<file path="src/rtl/rr_arb_pkg.sv">
// rr_arb_pkg: shared constants, FSM encoding and rotate/encode helpers for the 8-way round-robin arbiter.
package rr_arb_pkg;

    localparam int N_REQ = 8;
    localparam int PTR_W = 3;

    typedef enum logic {
        IDLE  = 1'b0,
        GRANT = 1'b1
    } state_t;

    function automatic logic [N_REQ-1:0] rot_right(input logic [N_REQ-1:0] v, input logic [PTR_W-1:0] s);
        logic [2*N_REQ-1:0] d;
        d = {v, v} >> s;
        return d[N_REQ-1:0];
    endfunction

    function automatic logic [N_REQ-1:0] rot_left(input logic [N_REQ-1:0] v, input logic [PTR_W-1:0] s);
        logic [2*N_REQ-1:0] d;
        d = {v, v} << s;
        return d[2*N_REQ-1:N_REQ];
    endfunction

    function automatic logic [PTR_W-1:0] onehot_idx(input logic [N_REQ-1:0] v);
        logic [PTR_W-1:0] idx;
        idx = '0;
        for (int i = 0; i < N_REQ; i++)
            if (v[i]) idx = PTR_W'(i);
        return idx;
    endfunction

endpackage

</file>
<file path="src/rtl/rr_arbiter_8_pick8.sv">
// rr_pick8: combinational round-robin pick; first set req bit at or after ptr, wrapping mod 8.
module rr_pick8
    import rr_arb_pkg::*;
(
    input  logic [N_REQ-1:0] req,
    input  logic [PTR_W-1:0] ptr,
    output logic [N_REQ-1:0] onehot,
    output logic             any
);

    logic [N_REQ-1:0] w_rot;
    logic [N_REQ-1:0] w_first;

    // Rotating puts ptr at bit 0, so isolating the lowest set bit gives the winner.
    assign w_rot   = rot_right(req, ptr);
    assign w_first = w_rot & (~w_rot + N_REQ'(1));
    assign onehot  = rot_left(w_first, ptr);
    assign any     = |req;

endmodule

</file>
<file path="src/rtl/rr_arbiter_8.sv">
// rr_arbiter_8: 8-requester round-robin arbiter with registered one-hot grant.
// Define RR_ARB_TIMEOUT_EN to revoke a grant after MAX_HOLD consecutive cycles.
module rr_arbiter_8
    import rr_arb_pkg::*;
#(
    parameter int MAX_HOLD = 16
) (
    input  logic             clk,
    input  logic             reset,
    input  logic             enable,
    input  logic [N_REQ-1:0] req,
    output logic [N_REQ-1:0] grant,
    output logic             grant_valid,
    output logic             timeout_pulse
);

    if (N_REQ != 8) begin : g_nreq_chk
        $error("rr_arbiter_8 requires N_REQ == 8");
    end
    if (MAX_HOLD < 2) begin : g_hold_chk
        $error("rr_arbiter_8 requires MAX_HOLD >= 2");
    end

    state_t           r_state;
    logic [PTR_W-1:0] r_ptr;
    logic [PTR_W-1:0] r_owner;
    logic [N_REQ-1:0] r_grant;
    logic [N_REQ-1:0] w_pick;
    logic             w_any;
    logic             w_hold;

    rr_pick8 u_pick (
        .req    (req),
        .ptr    (r_ptr),
        .onehot (w_pick),
        .any    (w_any)
    );

    // Owner keeps the grant only while enabled and still requesting; other req bits are ignored.
    assign w_hold = enable & req[r_owner];

`ifdef RR_ARB_TIMEOUT_EN
    localparam int CNT_W = $clog2(MAX_HOLD);
    localparam logic [CNT_W-1:0] HOLD_LAST = CNT_W'(MAX_HOLD - 1);

    logic [CNT_W-1:0] r_hold_cnt;
    logic             r_tpulse;

    always_ff @(posedge clk) begin
        if (reset) begin
            r_state    <= IDLE;
            r_ptr      <= '0;
            r_owner    <= '0;
            r_grant    <= '0;
            r_hold_cnt <= '0;
            r_tpulse   <= 1'b0;
        end else begin
            r_tpulse <= 1'b0;
            if (r_state == IDLE) begin
                if (enable && w_any) begin
                    r_grant    <= w_pick;
                    r_owner    <= onehot_idx(w_pick);
                    r_hold_cnt <= '0;
                    r_state    <= GRANT;
                end
            end else if (!w_hold || r_hold_cnt == HOLD_LAST) begin
                r_grant  <= '0;
                r_ptr    <= r_owner + PTR_W'(1);
                r_state  <= IDLE;
                r_tpulse <= w_hold;
            end else begin
                r_hold_cnt <= r_hold_cnt + 1'b1;
            end
        end
    end

    assign timeout_pulse = r_tpulse;
`else
    always_ff @(posedge clk) begin
        if (reset) begin
            r_state <= IDLE;
            r_ptr   <= '0;
            r_owner <= '0;
            r_grant <= '0;
        end else if (r_state == IDLE) begin
            if (enable && w_any) begin
                r_grant <= w_pick;
                r_owner <= onehot_idx(w_pick);
                r_state <= GRANT;
            end
        end else if (!w_hold) begin
            r_grant <= '0;
            r_ptr   <= r_owner + PTR_W'(1);
            r_state <= IDLE;
        end
    end

    assign timeout_pulse = 1'b0;
`endif

    assign grant       = r_grant;
    assign grant_valid = |r_grant;

    a_grant_onehot0: assert property (@(posedge clk) $onehot0(r_grant));

endmodule

</file>
<file path="config.mk">
export PLATFORM = sky130hd
export DESIGN_NAME = rr_arbiter_8
export DESIGN_NICKNAME = d
export VERILOG_FILES = /design/src/rtl/rr_arb_pkg.sv /design/src/rtl/rr_arbiter_8_pick8.sv /design/src/rtl/rr_arbiter_8.sv
export SDC_FILE = /design/constraint.sdc
export NUM_CORES = 1
export LEC_CHECK = 0
export BUFFER_PORTS_ARGS = -buffer_cell sky130_fd_sc_hd__buf_2
export CORE_MARGIN = 5
export CORE_UTILIZATION = 60
export CTS_BUF_LIST = sky130_fd_sc_hd__clkbuf_8
export DETAILED_ROUTE_END_ITERATION = 16
export HOLD_SLACK_MARGIN = 0.12
export PLACE_DENSITY = 0.83
export SLEW_MARGIN = 25
export SYNTH_ARGS = -nofsm -noshare
export SYNTH_HDL_FRONTEND = slang
export SYNTH_SLANG_ARGS = --single-unit
</file>
<file path="constraint.sdc">
create_clock -name clk -period 6.31 [get_ports clk]
set_input_delay 0.3155 -clock clk [delete_from_list [all_inputs] [get_ports clk]]
set_output_delay 0.3155 -clock clk [all_outputs]
set_load 0.02 [all_outputs]
</file>
# After elaboration in Yosys (flattened, before gate mapping)
# Index checks and enable logic that the tools add are counted.
[classes] add_sub_neg=2 mul=0 div_mod_pow=0 n_lt_le_gt_ge=1 eq_ne=1 n_shift=2 n_mux=15 n_bitwise=5 n_reduce_logical=7
[op_table] operator="two-way mux 8 bit" count=3
[op_table] operator="two-way mux 3 bit" count=6
[op_table] operator="OR reduction 8 bit" count=2
[op_table] operator="left shift 16 x 3 -> 16 bit" count=1
[op_table] operator=">> shifter 16 x 3 -> 8 bit" count=1
[op_table] operator="adder 8 x 1 -> 8 bit, second input constant" count=1
[op_table] operator="bitwise AND 8 bit" count=1
[op_table] operator="NOT 8 bit" count=1
[op_table] operator="AND reduction 2 bit" count=3
[op_table] operator="two-way mux 1 bit" count=5
[op_table] operator="< comparator 3 x 4 -> 1 bit, second input constant" count=1
[op_table] operator="adder 3 x 1 -> 3 bit, second input constant" count=1
[op_table] operator="binary-select mux 1 bit (select 3 bit)" count=1
[op_table] operator="!= test 2 bit, second input constant" count=1
[op_table] operator="NOT 1 bit" count=2
[op_table] operator="nonzero test 2 bit" count=1
[op_table] operator="bitwise AND 1 bit" count=1
[op_table] operator="logical AND 1 bit" count=1
[word_totals] regBits=15 latch_bits=0 ram_bits=0 mem_bits_ro=0 output_inout_bits=10 elab_cells=37 memories=0

# Logic depth before layout (Yosys ltp)
# Gate-level depths: netlist of the first run.
[depth] ltp_word=12 ltp_mapped=10

# Cells and area by module
# A second synthesis of the first run with hierarchy kept.
[hier_totals] hier_cells=187 area_unflattened_um2=1544.0
[modules_own_cells] mod="rr_pick8" instances=1 cells_each=110 area_each_um2=818.3 seq_area_each_um2=0.0
[modules_own_cells] mod="rr_arbiter_8" instances=1 cells_each=77 area_each_um2=725.7 seq_area_each_um2=300.3

# Worst setup path after synthesis of the first run
# No wires, ideal clock.
[synth_timing] path_kind="reg2reg" startpoint="reg r_ptr[1]" endpoint="reg r_owner[2]" setup_ns=0.077 arrival_time_ns=2.190 t_required_ns=6.233 path_slack_ns=4.043 path_stages_with_launch=9 n_path_buf=1 cell_sequence="dfxtp_1 buf_6 mux2_4 or3_4 a2111oi_4 nand3_1 a22o_1 a32o_1 a41oi_2"
[synth_between] elab_chain_len=10
[synth_rtl] item="from (decl)" line="rr_arbiter_8.sv:25" text="logic [PTR_W-1:0] r_ptr;"
[synth_rtl] item="from (signal assigned)" line="rr_arbiter_8.sv:93" text="r_ptr <= r_owner + PTR_W'(1);"
[synth_rtl] item=">> shifter 16 x 3 -> 8 bit" line="rr_arb_pkg.sv:14" text="d = {v, v} >> s;"
[synth_rtl] item="NOT 8 bit" line="rr_arbiter_8_pick8.sv:16" text="assign w_first = w_rot & (~w_rot + N_REQ'(1));"
[synth_rtl] item="adder 8 x 1 -> 8 bit" line="rr_arbiter_8_pick8.sv:16"
[synth_rtl] item="bitwise AND 8 bit" line="rr_arbiter_8_pick8.sv:16"
[synth_rtl] item="left shift 16 x 3 -> 16 bit *" line="rr_arb_pkg.sv:20" text="d = {v, v} << s;"
[synth_rtl] item="two-way mux 3 bit (4 in a row)" line="rr_arb_pkg.sv:28" text="if (v[i]) idx = PTR_W'(i);"
[synth_rtl] item="two-way mux 3 bit *" line="rr_arb_pkg.sv:28"
[synth_rtl] item="to (signal assigned)" line="rr_arbiter_8.sv:88" text="r_owner <= onehot_idx(w_pick);"
[synth_rtl] item="to (decl)" line="rr_arbiter_8.sv:26" text="logic [PTR_W-1:0] r_owner;"
# Mark *: on every way between the ends. The rest lies on a longest branch, timed or not.
# A chain may end at the register's enable or synchronous reset.

# Worst setup path after layout of the first run
[layout_timing] startpoint="reg r_ptr[1]" endpoint="reg r_grant[6] (netlist: grant[6])"
[layout_between] elab_chain_len=7
[layout_rtl] item=">> shifter 16 x 3 -> 8 bit" line="rr_arb_pkg.sv:14"
[layout_rtl] item="NOT 8 bit" line="rr_arbiter_8_pick8.sv:16"
[layout_rtl] item="adder 8 x 1 -> 8 bit" line="rr_arbiter_8_pick8.sv:16"
[layout_rtl] item="bitwise AND 8 bit" line="rr_arbiter_8_pick8.sv:16"
[layout_rtl] item="left shift 16 x 3 -> 16 bit *" line="rr_arb_pkg.sv:20"
[layout_rtl] item="two-way mux 8 bit *" line="rr_arbiter_8.sv:86" text="if (enable && w_any) begin"
[layout_rtl] item="two-way mux 8 bit *" line="rr_arbiter_8.sv:85" text="end else if (r_state == IDLE) begin"
[layout_rtl] item="to (signal assigned)" line="rr_arbiter_8.sv:87" text="r_grant <= w_pick;"
[layout_rtl] item="to (decl)" line="rr_arbiter_8.sv:27" text="logic [N_REQ-1:0] r_grant;"
# Mark *: on every way between the ends. The rest lies on a longest branch, timed or not. The select of a mux whose other input is x is not followed.

==> run summary, run 1 <==
WHS Endpoint - r_state$_SDFF_PP0_
Std cell rows - 18
Hold Path Origin - enable
Number of buffers on the longest clock path - 2
Tcrit/Tclk final - 45.1%
Post-Synth Simple-Gate Area - 24.6%
Area fraction in compound gates after synthesis - 22.3%
Hold path cells - 3
CTS tree - done
Antenna violations before repair - 0
Seq/Total Area, Yosys - 19.6%
Syn-to-layout area delta - 7.99%
Synth Area in Adders - 0.816%
Max VDD drop - 0.263 mV
Number of global-route vias before repair - 1415
Fin crit period - 2.84 ns
Met1 WL - 1580 µm
Die ar. - 3670 µm²
Global-route wire length before repair - 6550 µm
Final Skew - 0.000608 ns
TNS Setup - 0 ns
Post-DP HPWL - 2910 µm
Drt pass-1 iters - 5
Seq cells post-synth - 15
Top Ports - 21
Cts bufs inserted - 3
CP endpoint kind - register
Worst R2R Start - r_ptr[1]$_SDFFE_PP0P_
Max-cap viol count - 0
Fin nets - 205
Critical path class - register to register
Drt initial violations - 72
Diode count - 0
Routed wire length - 3840 µm
Total track usage - 23.2%
CP required - 6.49 ns
Setup Viol. Count Final - 0
Worst Tran Pin Value - 0.584 ns
Area of the mapped netlist - 1530 µm²
Finished Core Util - 67.5%
FF-to-FF End - grant[6]$_SDFFE_PP0P_
WL met2 - 1850 µm
FFs w/ async S/R, synth - 0%
Per-cell routed wire length - 17.3 µm
CTS resizes - 0
Starting density of the core - 62.5%
Hold-fix buffers at CTS - 0
Count leader, synth - nand2_1
Met3 wire length - 311 µm
Yosys top cell by area - dfxtp_1
Chip width - 60.6 µm
Grt ovf - 0
Clk slew on worst S/H paths - 0.06 ns
Clk_lat worst skew - 0.24 ns
Hold Vio Cnt, Final - 0
Outcome - completed
Power per cell area - 191 nW/µm²
Maximum clock rate - 352 MHz
Unrepaired setup endpoints after global routing - no
Design Area, Final - 1660 µm²
Number of remaining DRC errors - 0
Worst r2r path cells - 7
Worst hold path type - input pin to register
Post-Syn Nets - 192
Post-synthesis xor/xnor area fraction - 0.571%
Number of synthesized flops with an enable pin - 0
Largest family of logic cells by synthesized area - multiplexers
Worst setup SP type - register
Crit Path Max Fanout - 29
Slew margin rel. - 61.1%
Synth unique cells - 53
Most frequent cells after synthesis - nand2_1 (18), dfxtp_1 (15), mux2i_1 (15)
Pleak - 0.600 nW
Largest net degree at the start of global routing - 30
Flop2flop setup slack - 3.47 ns
Total power - 0.317 mW
Max Slew Vio Count - 0
Root buffer cell - clkbuf_8
Clk sink count - 15
Area contributors post-synth - dfxtp_1 (20%), mux2i_1 (9.8%), mux4_2 (7.3%)
Top cell type's share of synthesized area - 19.6%
Multiplexer share of the synthesized area - 26.6%
Core box area - 2450 µm²
Detail Route Antenna Nets - 0
Max layer used - met4
Synth Area per Inst - 8.52 µm²
Die Span Y - 60.6 µm
Top_reg_cell synth - dfxtp_1
Via/cell ratio - 6.75
Vias - 1498
Synth Instances - 180
RePlAce Congestion - 0.882
Critical Path AT - 3.03 ns
Post-CTS setup buffers - 0
Layout cells sized above 1 - 24.5%
YS warnings - 0
Placed inst area - 1610 µm²
Port bufs - 19
H-tree depth - 1
==> per-stage QoR <==
step,hold WS (ns),std cells,setup slack (ns)
floorplan,0.388,180,4.04
global placement,0.457,218,3.27
detailed placement,0.464,218,3.14
CTS,0.366,222,3.14
global route,0.393,222,3.26
finish,0.372,222,3.47
==> state kept, by name (all words and copies together) (netlist names) <==
register and flops:
grant 8, r_owner 3, r_ptr 3, r_state 1
==> cells by family after synthesis <==
| group | Yosys count |
|---|---|
| flip-flops | 15 |
| XOR/XNOR | 1 |
| AO/OA/AOI/OAI | 41 |
| AND/OR/NAND/NOR | 73 |
| buffers and inverters | 17 |
| other | 1 |
| multiplexers | 31 |
| adder cells (fa/ha/maj) | 1 |
==> layout make-up <==
class	count	area [µm²]
clock buffer	3	41.3
clock inverter	1	3.75
fill	201	798
inverter	5	18.8
multi-input combinational	148	1150
sequential	15	302
tap	30	37.5
timing repair buffer	20	103
==> how the worst max path moves through the flow <==
| stage | startpoint | end | slack [ns] | depth (start not counted) |
|---|---|---|---|---|
| final | r_ptr[1]$_SDFFE_PP0P_ | grant[6]$_SDFFE_PP0P_ | 3.47 | 7 |
| after global routing | r_ptr[1]$_SDFFE_PP0P_ | r_owner[2]$_SDFFE_PP0P_ | 3.26 | 7 |
| after CTS | r_ptr[1]$_SDFFE_PP0P_ | grant[6]$_SDFFE_PP0P_ | 3.14 | 7 |
| after detailed placement | r_ptr[1]$_SDFFE_PP0P_ | r_owner[2]$_SDFFE_PP0P_ | 3.14 | 7 |
| after global placement | r_ptr[1]$_SDFFE_PP0P_ | r_owner[2]$_SDFFE_PP0P_ | 3.27 | 7 |
| after floorplan | r_ptr[1]$_SDFFE_PP0P_ | r_owner[2]$_SDFFE_PP0P_ | 4.04 | 8 |
==> routing by layer <==
layer,vias up,global-route usage [%]
met5,-,0
met4,0,4.95
met3,14,4.47
met2,83,37.9
met1,695,31.9
li1,706,-
==> cells in the final DEF, fill, tap and decap left out, types with 3 or more instances in the layout <==
cell type,n
clkbuf_8,3
nand2_1,18
mux4_2,5
a211oi_1,5
nor4_1,7
mux2_2,8
nand3_1,13
a21oi_1,12
nand2b_1,7
dfxtp_1,14
inv_1,5
o21ai_0,3
nor2_1,11
buf_2,19
mux2i_1,15
==> where the power goes <==
group	total, mW	leakage [nW]	internal [mW]	switching, mW
logic	0.130	0.450	0.0545	0.0759
clock network	0.0743	0.0269	0.0430	0.0313
registers	0.112	0.123	0.102	0.0105
total	0.317	0.600	0.199	0.118
==> worst max-delay path, cell delays in order (launching register included) <==
cell     delay, ns
dfxtp_2       0.70
mux4_1        0.69
mux2i_2       0.24
and2_0        0.31
nand3_1       0.15
and2_1        0.23
a211o_1       0.31
a21oi_2       0.13
No activity file was read; power rests on OpenSTA's default activity.
==> run 2, diff against run 1 <==
--- a/config.mk
+++ b/config.mk
@@ -7,11 +7,11 @@
 export LEC_CHECK = 0
 export BUFFER_PORTS_ARGS = -buffer_cell sky130_fd_sc_hd__buf_2
 export CORE_MARGIN = 5
-export CORE_UTILIZATION = 60
+export CORE_UTILIZATION = 54
 export CTS_BUF_LIST = sky130_fd_sc_hd__clkbuf_8
 export DETAILED_ROUTE_END_ITERATION = 16
 export HOLD_SLACK_MARGIN = 0.12
-export PLACE_DENSITY = 0.83
+export PLACE_DENSITY = 0.79
 export SLEW_MARGIN = 25
 export SYNTH_ARGS = -nofsm -noshare
 export SYNTH_HDL_FRONTEND = slang
==> constraint.sdc (replaced) <==
create_clock -name clk -period 2.6 [get_ports clk]
set_input_delay 0.13 -clock clk [delete_from_list [all_inputs] [get_ports clk]]
set_output_delay 0.13 -clock clk [all_outputs]
set_load 0.02 [all_outputs]
==> run 2 against run 1 <==
Via count grew 4.8%. Register-to-register slack lost 3.4 ns. Clock power grew to 2.6 times the previous value. Design area grew 5.7%. Sequential power grew 130%. Hold slack lost 0.16 ns. Fmax grew 13%. Total power grew to 2.6 times the previous value. Critical endpoint is now r_owner[0]$_SDFFE_PP0P_.
==> run summary, run 2 (synthesized netlist as in run 1, its figures left out) <==
Outcome - completed
Max reg flops - 8
TNS Setup - 0 ns
Unrepaired setup endpoints after global routing - no
Via/cell ratio - 6.74
Number of remaining DRC errors - 0
Root buffer cell - clkbuf_8
Post-DP HPWL - 3400 µm
Drt pass-1 iters - 4
Cts bufs inserted - 3
Core box area - 2730 µm²
Top Ports - 21
Final setup margin - 0.0822 ns
Detail Route Antenna Nets - 0
Routed wire length - 4410 µm
Final Skew - 0.000789 ns
Grt ovf - 0
RePlAce Congestion - 1.01
CTS resizes - 0
Hold-fix buffers at CTS - 0
FF+latch area - 300 µm²
Starting density of the core - 56.1%
CP required - 2.76 ns
Max Slew Vio Count - 0
Largest net degree at the start of global routing - 17
Critical path's slowest cell - mux4_2
Max-cap viol count - 0
Drt initial violations - 123
CP top delay family - buffers and inverters
Clk slew on worst S/H paths - 0.06 ns
Port bufs - 19
Worst setup SP type - register
Vias - 1570
H-tree depth - 1
Pleak - 0.651 nW
Crit Path Max Fanout - 16
Fin nets - 215
Design Area, Final - 1750 µm²
Clk sink count - 15
Fill count - 230
Maximum clock rate - 397 MHz
Global-route wire length before repair - 7330 µm
Commonest non-fill, non-tap cell in the layout - buf_2
CP endpoint kind - register
Placed inst area - 1690 µm²
Per-cell routed wire length - 18.9 µm
Tcrit/Tclk final - 96.8%
Fin crit period - 2.52 ns
Power per cell area - 464 nW/µm²
Diode count - 0
Worst hold path type - input pin to register
CTS tree - done
Slew margin rel. - 65.6%
CP Buf/Inv Count - 3
Antenna violations before repair - 0
Total track usage - 22.5%
Die Span Y - 63.3 µm
Number of global-route vias before repair - 1565
Post-CTS setup buffers - 0
Max VDD drop - 0.462 mV
Total power - 0.813 mW
Chip width - 63.3 µm
Clk_lat worst skew - 0.25 ns
Layout cells sized above 1 - 29.2%
CP cell instances - buf_4 -> buf_4 -> clkinvlp_4 -> mux4_2 -> o22ai_1 -> nand3_1 -> nor3b_1 -> nor3b_1 -> a211oi_1
Std cell rows - 19
Syn-to-layout area delta - 14.1%
Setup Viol. Count Final - 0
Hold Vio Cnt, Final - 0
Critical Path AT - 2.68 ns
Commonest cells after routing, fill and taps aside - buf_2 (19), nand2_1 (18), mux2i_1 (15), dfxtp_1 (15), nand3_1 (13)
Die ar. - 4010 µm²
Flop2flop setup slack - 0.08 ns
Post-Place Setup Slack - 0.0984 ns
Number of buffers on the longest clock path - 2
Critical path class - register to register
Multi-input gate area - 1160 µm²
Worst Tran Pin Value - 0.502 ns
Crit path largest cell delay - 0.50 ns
==> run 2: path summary, 6_finish.rpt <==
| path | start | to | cells past startpoint |
|---|---|---|---|
| setup / recovery | r_ptr[1]$_SDFFE_PP0P_ | r_owner[0]$_SDFFE_PP0P_ | 9 |
| hold / removal | enable | r_state$_SDFF_PP0_ | 3 |
| setup reg to reg | r_ptr[1]$_SDFFE_PP0P_ | r_owner[0]$_SDFFE_PP0P_ | 9 |
| hold reg to reg | grant[3]$_SDFFE_PP0P_ | grant[3]$_SDFFE_PP0P_ | 2 |
==> run 2: routing by layer <==
metal	part of all wire, %	GRT usage, %	wire length [µm]	vias up
li1	-	-	-	730
met1	41	28.0	1810	748
met2	50	38.6	2190	84
met3	7.9	3.20	347	8
met4	1.6	9.09	69	0
met5	0	0	0	-
==> run 2: worst min-delay path: stages <==
cell	delay, ns
buf_2	0.12
nand3_1	0.09
a21oi_1	0.07
==> run 2: through the flow <==
| stage | utilization (%) | hold WS (ns) | cells |
|---|---|---|---|
| after global routing | 64.0 | 0.212 | 233 |
| after detailed placement | 61.7 | 0.467 | 229 |
| after CTS | 63.4 | 0.206 | 233 |
| after global placement | 61.7 | 0.425 | 229 |
| final | 64.0 | 0.207 | 233 |
| after floorplan | - | 0.202 | 180 |
==> run 2: power breakdown <==
part | switching (mW) | internal (mW) | total, mW
registers | 0.0166 | 0.247 | 0.263
clock network | 0.0859 | 0.106 | 0.192
logic | 0.208 | 0.149 | 0.357
total | 0.310 | 0.502 | 0.813
==> run 2: area by class of cell <==
type	count	share of cell area (%)
inverters	5	1.29
well taps	31	2.22
clock inverters	1	0.286
repair buffers	30	10.2
flip-flops and latches	15	17.2
clock buffers	3	2.36
multi-input cells	148	66.5
